<file path="src/rtl/mole_round_ctrl.sv">
// Round sequencer for the whack-a-mole game: spawn, settle, show, score, gap.
// Optional MOLE_SPEEDUP_EN shrinks the visible window by SPEEDUP_STEP per hit, floored at MIN_VISIBLE.
module mole_round_ctrl #(
  parameter int VISIBLE_CYCLES = 50_000_000,
  parameter int GAP_CYCLES     = 25_000_000,
  parameter int NUM_ROUNDS     = 20,
  parameter int SETTLE_CYCLES  = 2,
  parameter int SPEEDUP_STEP   = 2_000_000,
  parameter int MIN_VISIBLE    = 10_000_000
) (
  input  logic        clk,
  input  logic        reset,
  input  logic        start,
  input  logic        abort,
  input  logic [17:0] hit_btn,
  input  logic [4:0]  mole_pos,
  output logic        spawn_trigger,
  output logic        mole_enable,
  output logic        hit_pulse,
  output logic [7:0]  score,
  output logic [7:0]  miss_count,
  output logic [7:0]  round_num,
  output logic        busy,
  output logic        done
);

  localparam int T_MAX_A = (VISIBLE_CYCLES > GAP_CYCLES) ? VISIBLE_CYCLES : GAP_CYCLES;
  localparam int T_MAX   = (T_MAX_A > SETTLE_CYCLES) ? T_MAX_A : SETTLE_CYCLES;
  localparam int TW      = $clog2(T_MAX) + 1;

  localparam logic [TW-1:0] T_ONE    = TW'(1);
  localparam logic [TW-1:0] T_VIS    = TW'(VISIBLE_CYCLES);
  localparam logic [TW-1:0] T_GAP    = TW'(GAP_CYCLES);
  localparam logic [TW-1:0] T_SETTLE = TW'(SETTLE_CYCLES);
  localparam logic [7:0]    ROUNDS_LAST = 8'(NUM_ROUNDS);

  localparam logic [2:0] IDLE   = 3'd0;
  localparam logic [2:0] SPAWN  = 3'd1;
  localparam logic [2:0] SETTLE = 3'd2;
  localparam logic [2:0] SHOW   = 3'd3;
  localparam logic [2:0] GAP    = 3'd4;
  localparam logic [2:0] DONE   = 3'd5;

  logic [2:0]    state_r, state_s;
  logic [TW-1:0] timer_r, timer_s;
  logic [4:0]    tgt_r, tgt_s;
  logic [7:0]    score_r, score_s;
  logic [7:0]    miss_r, miss_s;
  logic [7:0]    round_r, round_s;
  logic          hit_pulse_r, hit_pulse_s;
  logic          spawn_r, mole_en_r, busy_r, done_r;
  logic          start_q_r;
  logic [17:0]   hit_q_r;
  logic          start_rise_s;
  logic [17:0]   hit_rise_s;
  logic          tgt_hit_s;
  logic [TW-1:0] win_s;

  function automatic logic [7:0] sat_inc(input logic [7:0] v);
    return (v == 8'hFF) ? v : v + 8'd1;
  endfunction

  assign start_rise_s = start & ~start_q_r;
  assign hit_rise_s   = hit_btn & ~hit_q_r;
  // Illegal target positions can never be hit.
  assign tgt_hit_s    = (tgt_r <= 5'd17) ? hit_rise_s[tgt_r] : 1'b0;

`ifdef MOLE_SPEEDUP_EN
  localparam logic [TW-1:0] T_STEP  = TW'(SPEEDUP_STEP);
  localparam logic [TW-1:0] T_MIN   = TW'(MIN_VISIBLE);
  localparam logic [TW-1:0] T_FLOOR = TW'(MIN_VISIBLE + SPEEDUP_STEP);

  logic [TW-1:0] window_r;
  logic          game_start_s;

  function automatic logic [TW-1:0] shrink(input logic [TW-1:0] w);
    return (w >= T_FLOOR) ? w - T_STEP : T_MIN;
  endfunction

  assign game_start_s = (state_s == SPAWN) && ((state_r == IDLE) || (state_r == DONE));
  assign win_s        = window_r;

  // Window reloads at game start and shrinks after every scored hit.
  always_ff @(posedge clk) begin
    if (reset) begin
      window_r <= T_VIS;
    end else if (game_start_s) begin
      window_r <= T_VIS;
    end else if (hit_pulse_s) begin
      window_r <= shrink(window_r);
    end else begin
      window_r <= window_r;
    end
  end
`else
  logic unused_params_s;
  assign unused_params_s = ^{SPEEDUP_STEP, MIN_VISIBLE};
  assign win_s           = T_VIS;
`endif

  // Next-state and counter logic; abort overrides every transition.
  always_comb begin
    state_s     = state_r;
    timer_s     = timer_r;
    tgt_s       = tgt_r;
    score_s     = score_r;
    miss_s      = miss_r;
    round_s     = round_r;
    hit_pulse_s = 1'b0;
    if (abort) begin
      state_s = IDLE;
    end else begin
      case (state_r)
        IDLE, DONE: begin
          if (start_rise_s) begin
            score_s = 8'd0;
            miss_s  = 8'd0;
            round_s = 8'd1;
            state_s = SPAWN;
          end else begin
            state_s = state_r;
          end
        end
        SPAWN: begin
          timer_s = T_SETTLE;
          state_s = SETTLE;
        end
        SETTLE: begin
          if (timer_r <= T_ONE) begin
            tgt_s   = mole_pos;
            timer_s = win_s;
            state_s = SHOW;
          end else begin
            timer_s = timer_r - T_ONE;
          end
        end
        SHOW: begin
          // A hit on the final visible cycle still wins over the timeout.
          if (tgt_hit_s) begin
            score_s     = sat_inc(score_r);
            hit_pulse_s = 1'b1;
            timer_s     = T_GAP;
            state_s     = GAP;
          end else if (timer_r <= T_ONE) begin
            miss_s  = sat_inc(miss_r);
            timer_s = T_GAP;
            state_s = GAP;
          end else begin
            timer_s = timer_r - T_ONE;
          end
        end
        GAP: begin
          if (timer_r <= T_ONE) begin
            if (round_r == ROUNDS_LAST) begin
              state_s = DONE;
            end else begin
              round_s = round_r + 8'd1;
              state_s = SPAWN;
            end
          end else begin
            timer_s = timer_r - T_ONE;
          end
        end
        default: begin
          state_s = IDLE;
        end
      endcase
    end
  end

  // State, counters, edge-detect history and registered outputs.
  always_ff @(posedge clk) begin
    if (reset) begin
      state_r     <= IDLE;
      timer_r     <= '0;
      tgt_r       <= 5'd0;
      score_r     <= 8'd0;
      miss_r      <= 8'd0;
      round_r     <= 8'd0;
      hit_pulse_r <= 1'b0;
      spawn_r     <= 1'b0;
      mole_en_r   <= 1'b0;
      busy_r      <= 1'b0;
      done_r      <= 1'b0;
      start_q_r   <= 1'b0;
      hit_q_r     <= 18'd0;
    end else begin
      state_r     <= state_s;
      timer_r     <= timer_s;
      tgt_r       <= tgt_s;
      score_r     <= score_s;
      miss_r      <= miss_s;
      round_r     <= round_s;
      hit_pulse_r <= hit_pulse_s;
      spawn_r     <= (state_s == SPAWN);
      mole_en_r   <= (state_s == SHOW);
      busy_r      <= (state_s != IDLE) && (state_s != DONE);
      done_r      <= (state_s == DONE);
      start_q_r   <= start;
      hit_q_r     <= hit_btn;
    end
  end

  assign spawn_trigger = spawn_r;
  assign mole_enable   = mole_en_r;
  assign hit_pulse     = hit_pulse_r;
  assign score         = score_r;
  assign miss_count    = miss_r;
  assign round_num     = round_r;
  assign busy          = busy_r;
  assign done          = done_r;

endmodule

</file>
<file path="config.mk">
export PLATFORM = sky130hd
export DESIGN_NAME = mole_round_ctrl
export DESIGN_NICKNAME = d
export VERILOG_FILES = /design/src/rtl/mole_round_ctrl.sv
export SDC_FILE = /design/constraint.sdc
export NUM_CORES = 1
export LEC_CHECK = 0
export BUFFER_PORTS_ARGS = -buffer_cell sky130_fd_sc_hd__buf_4
export CAP_MARGIN = 0
export CELL_PAD_IN_SITES_DETAIL_PLACEMENT = 1
export CELL_PAD_IN_SITES_GLOBAL_PLACEMENT = 1
export CORE_MARGIN = 8
export CORE_UTILIZATION = 48
export CTS_BUF_LIST = sky130_fd_sc_hd__clkbuf_8
export DETAILED_ROUTE_END_ITERATION = 7
export PLACE_DENSITY = 0.88
export SLEW_MARGIN = 20
export SYNTH_ARGS = -nofsm -noshare
export SYNTH_HDL_FRONTEND = slang
export SYNTH_SLANG_ARGS = --single-unit
</file>
<file path="constraint.sdc">
create_clock -name clk -period 4.5 [get_ports clk]
set_input_delay 0.225 -clock clk [delete_from_list [all_inputs] [get_ports clk]]
set_output_delay 0.225 -clock clk [all_outputs]
set_load 0.05 [all_outputs]
</file>
==> results.sh <==
export IMPL_fin_nets=595
export IMPL_skew_ns=0.00917
export IMPL_row_count=34
export IMPL_dieArea_sq_um=12200
export IMPL_wl_microns=12600
export IMPL_final_layout_size_suffix_gt1_frac=0.176
export IMPL_switching_power_mw=0.977
export IMPL_drc=0
export IMPL_clk_latency_ns=0.37
export IMPL_crit_arrival_ns=3.52
export IMPL_clock_sinks=83
export IMPL_wl_per_cell_microns=18.6
export IMPL_grt_pass1_vias=4248
export IMPL_numCtsBuffers=9
export IMPL_htree_levels=3
export IMPL_holdPathStages=2
export IMPL_rrSetupSlack_ns=1.22
export IMPL_drt_iter0_markers=193
export IMPL_ctsHoldBuffers=0
export IMPL_period_share=0.729
export IMPL_grt_pass1_wl_microns=20900
export IMPL_status="complete, no violations"
export IMPL_r2r_start="timer_r[8]$_SDFFE_PP0P_"
export IMPL_drt_antenna_violating_nets=0
export IMPL_async_flop_share=0
export IMPL_vias_per_cell=6.10
export IMPL_pwr_share_clk=0.224
export IMPL_syn_area_per_cell_sq_um=8.32
export IMPL_peakVddDrop_uv=228
export IMPL_dp_hpwl_microns=9130
export IMPL_sequentialPowerShare=0.363
export IMPL_cp_required_ns=4.74
export IMPL_cts_root_buf="clkbuf_8"
export IMPL_area_growth_pct=15.5
export IMPL_hold_violations=0
export IMPL_critPathKind="reg2reg"
export IMPL_clockBufferDepth=2
export IMPL_min_delay_start="hit_btn[7]"
export IMPL_swShare=0.419
export IMPL_postSynthCellCount=514
export IMPL_p_int_mw=1.35
export IMPL_postCtsSetupBuffers=0
export IMPL_gp_congestion=0.808
export IMPL_p_comb_frac=0.413
export IMPL_clk_pin_slew_ns=0.09
export IMPL_start_util=0.493
export IMPL_tritoncts="yes"
export IMPL_ys_flop_type="dfxtp_1"
export IMPL_dieWidth_microns=110
export IMPL_utilization=0.569
export IMPL_period_needed_ns=3.28
export IMPL_rsz0062_at_grt="false"
export IMPL_finalMaxSlewViolations=0
export IMPL_hold_ws_ns=0.0741
export IMPL_yosys_register_bits=83
export IMPL_grt_ovfl_total=0
export IMPL_reg2reg_to="round_num[7]$_SDFFE_PP0P_"
export IMPL_synth_area_sq_um=4280
export IMPL_cp_start_kind="register"
export IMPL_reg2reg_depth=7
export IMPL_tns_ns=0
export IMPL_synth_warnings=0
export IMPL_antenna_found_initial=0
export IMPL_powerDensity_nw_per_um2=472
export IMPL_synth_edff_count=0
export IMPL_ios=56
export IMPL_setup_viol=0
export IMPL_timing_fmax_mhz=305
export IMPL_syn_num_nets=547
export IMPL_worst_slew_pin_slew_ns=0.923
export IMPL_vias=4116
export IMPL_slew_headroom=0.382
export IMPL_grt_usage=0.214
export IMPL_grt_max_degree=55
export IMPL_p_leak_nw=1.96
export IMPL_hold_path_class="in2reg"
export IMPL_placeableCoreArea_sq_um=8680
export IMPL_netlist_cell_type_count=71
export IMPL_numPlacedInstances=659
export IMPL_first_pass_iters=4
export IMPL_seq_area_frac_synth=0.389
export IMPL_min_to="hit_q_r[7]$_SDFF_PP0_"
export IMPL_finalNonFillerCells=675
export IMPL_end_kind="register"
export IMPL_fp_dieH_microns=110
export IMPL_cts_resized=0
export IMPL_cp_max_fo=11
export IMPL_drv_cap=0
export IMPL_diodes=0
export IMPL_io_buffers=55
## cell families after synthesis
logic type                 after synthesis  synth area share
and+or+nand+nor                        226             0.291
AOI/OAI and AO/OA                      141             0.221
DFF                                     83             0.389
buffers and inverters                   40            0.0395
xor gates and xnor gates                 9            0.0184
muxes                                    9            0.0243
adders and majority gates                6            0.0176
## worst max-delay path, stage by stage (launching register included)
cell and delay (ns):
dfxtp_1 0.38, or4_4 0.58, or3b_1 0.57, or3_1 0.60, a2111oi_4 0.58, nand4_1 0.18
xor2_1 0.21, nor2_2 0.05
## how the worst max path moves through the flow
stage | startpoint | end | slack, ns | depth (start not counted)
after global placement | timer_r[8]$_SDFFE_PP0P_ | round_num[7]$_SDFFE_PP0P_ | 1.39 | 7
after CTS | timer_r[8]$_SDFFE_PP0P_ | round_num[7]$_SDFFE_PP0P_ | 1.21 | 7
after detailed placement | timer_r[8]$_SDFFE_PP0P_ | round_num[4]$_SDFFE_PP0P_ | 1.25 | 7
final | timer_r[8]$_SDFFE_PP0P_ | round_num[7]$_SDFFE_PP0P_ | 1.22 | 7
after global routing | tgt_r[1]$_SDFFE_PP0P_ | score[4]$_SDFFE_PP0P_ | 1.04 | 7
after floorplan | timer_r[23]$_SDFFE_PP0P_ | round_num[3]$_SDFFE_PP0P_ | 1.71 | 9
## placed cells by master, fill, tap and decap left out, types with 7 or more instances in the layout
cell / Yosys / final
inv_1: 19 / 20
nor4_1: 8 / 8
and3_1: 10 / 10
nor2_1: 48 / 48
a21oi_1: 41 / 41
or3_1: 14 / 14
buf_4: 0 / 58
nand3_1: 10 / 10
nand2_1: 37 / 37
dfxtp_1: 83 / 83
mux2i_1: 7 / 7
nand4_1: 10 / 10
a21o_1: 7 / 7
xor2_1: 8 / 8
nor2b_1: 30 / 30
nor3_1: 16 / 16
o21ai_0: 27 / 27
clkbuf_8: 0 / 11
## synthesized netlist by cell type (3+ instances only)
cell type  number  share of area
a32o_1          4         0.0094
nor2_2          5         0.0073
o211a_1         3         0.0070
o21ai_0        27          0.032
clkbuf_1       15          0.013
nand4_1        10          0.015
or3_1          14          0.020
a21boi_0        3         0.0053
nand3_1        10          0.012
nor2b_1        30          0.044
nand3b_1        4         0.0070
a21o_1          7          0.012
a31oi_1         4         0.0059
o21a_1          3         0.0053
o21ai_1         6         0.0070
inv_1          19          0.017
a21oi_1        41          0.048
nand2_1        37          0.032
o22ai_1         5         0.0073
nor2_1         48          0.042
nor3_1         16          0.019
nor4_1          8          0.012
or4_1           5         0.0088
dfxtp_1        83           0.39
or4_4           3         0.0079
and2_1          4         0.0059
ha_1            6          0.018
a31o_2          6          0.012
and3_1         10          0.015
buf_2           3         0.0035
nand2b_1        6         0.0088
o31ai_1         6          0.011
xor2_1          8          0.016
mux2i_1         7          0.016
## cell type report
class	instances	area (sq um)
Clock buffer	11	151
Timing Repair Buffer	58	435
Sequential cell	83	1660
Inverter	19	71.3
Fill cell	1074	3740
Clock inverter	5	37.5
Multi-Input combinational cell	391	2440
Tap cell	108	135
## registers in the layout (all words and copies together) (netlist names)
register,flops
mole_enable,1
miss_count,8
start_q_r,1
state_r,3
tgt_r,5
score,8
spawn_trigger,1
timer_r,27
round_num,8
hit_pulse,1
done,1
busy,1
hit_q_r,18
## routing by layer
metal / GRT usage / share of wire / vias to the layer above
met5: 0 / 0 / -
met4: 0.0847 / 0.013 / 0
met3: 0.0419 / 0.034 / 13
met2: 0.361 / 0.51 / 78
met1: 0.262 / 0.44 / 2051
li1: - / - / 1974
## through the flow
stage | worst slack [ns] | total power, mW | instance area [sq um]
floorplan | 1.71 | 1.60 | 4280
global placement | 1.39 | 1.75 | 4750
detailed placement | 1.25 | 1.80 | 4750
CTS | 1.21 | 2.33 | 4940
global route | 1.04 | 2.48 | 4940
finish | 1.22 | 2.33 | 4940
## power by group through the flow
stage / Sequential (mW) / Clock (mW) / Combinational, mW
5_1_grt: 0.853 / 0.560 / 1.07
4_1_cts: 0.843 / 0.529 / 0.958
2_1_floorplan: 0.857 / 0 / 0.743
6_report: 0.845 / 0.522 / 0.962
3_5_place_dp: 0.860 / 0 / 0.940
3_3_place_gp: 0.857 / 0 / 0.893
Power figures use the tool's default switching activity.
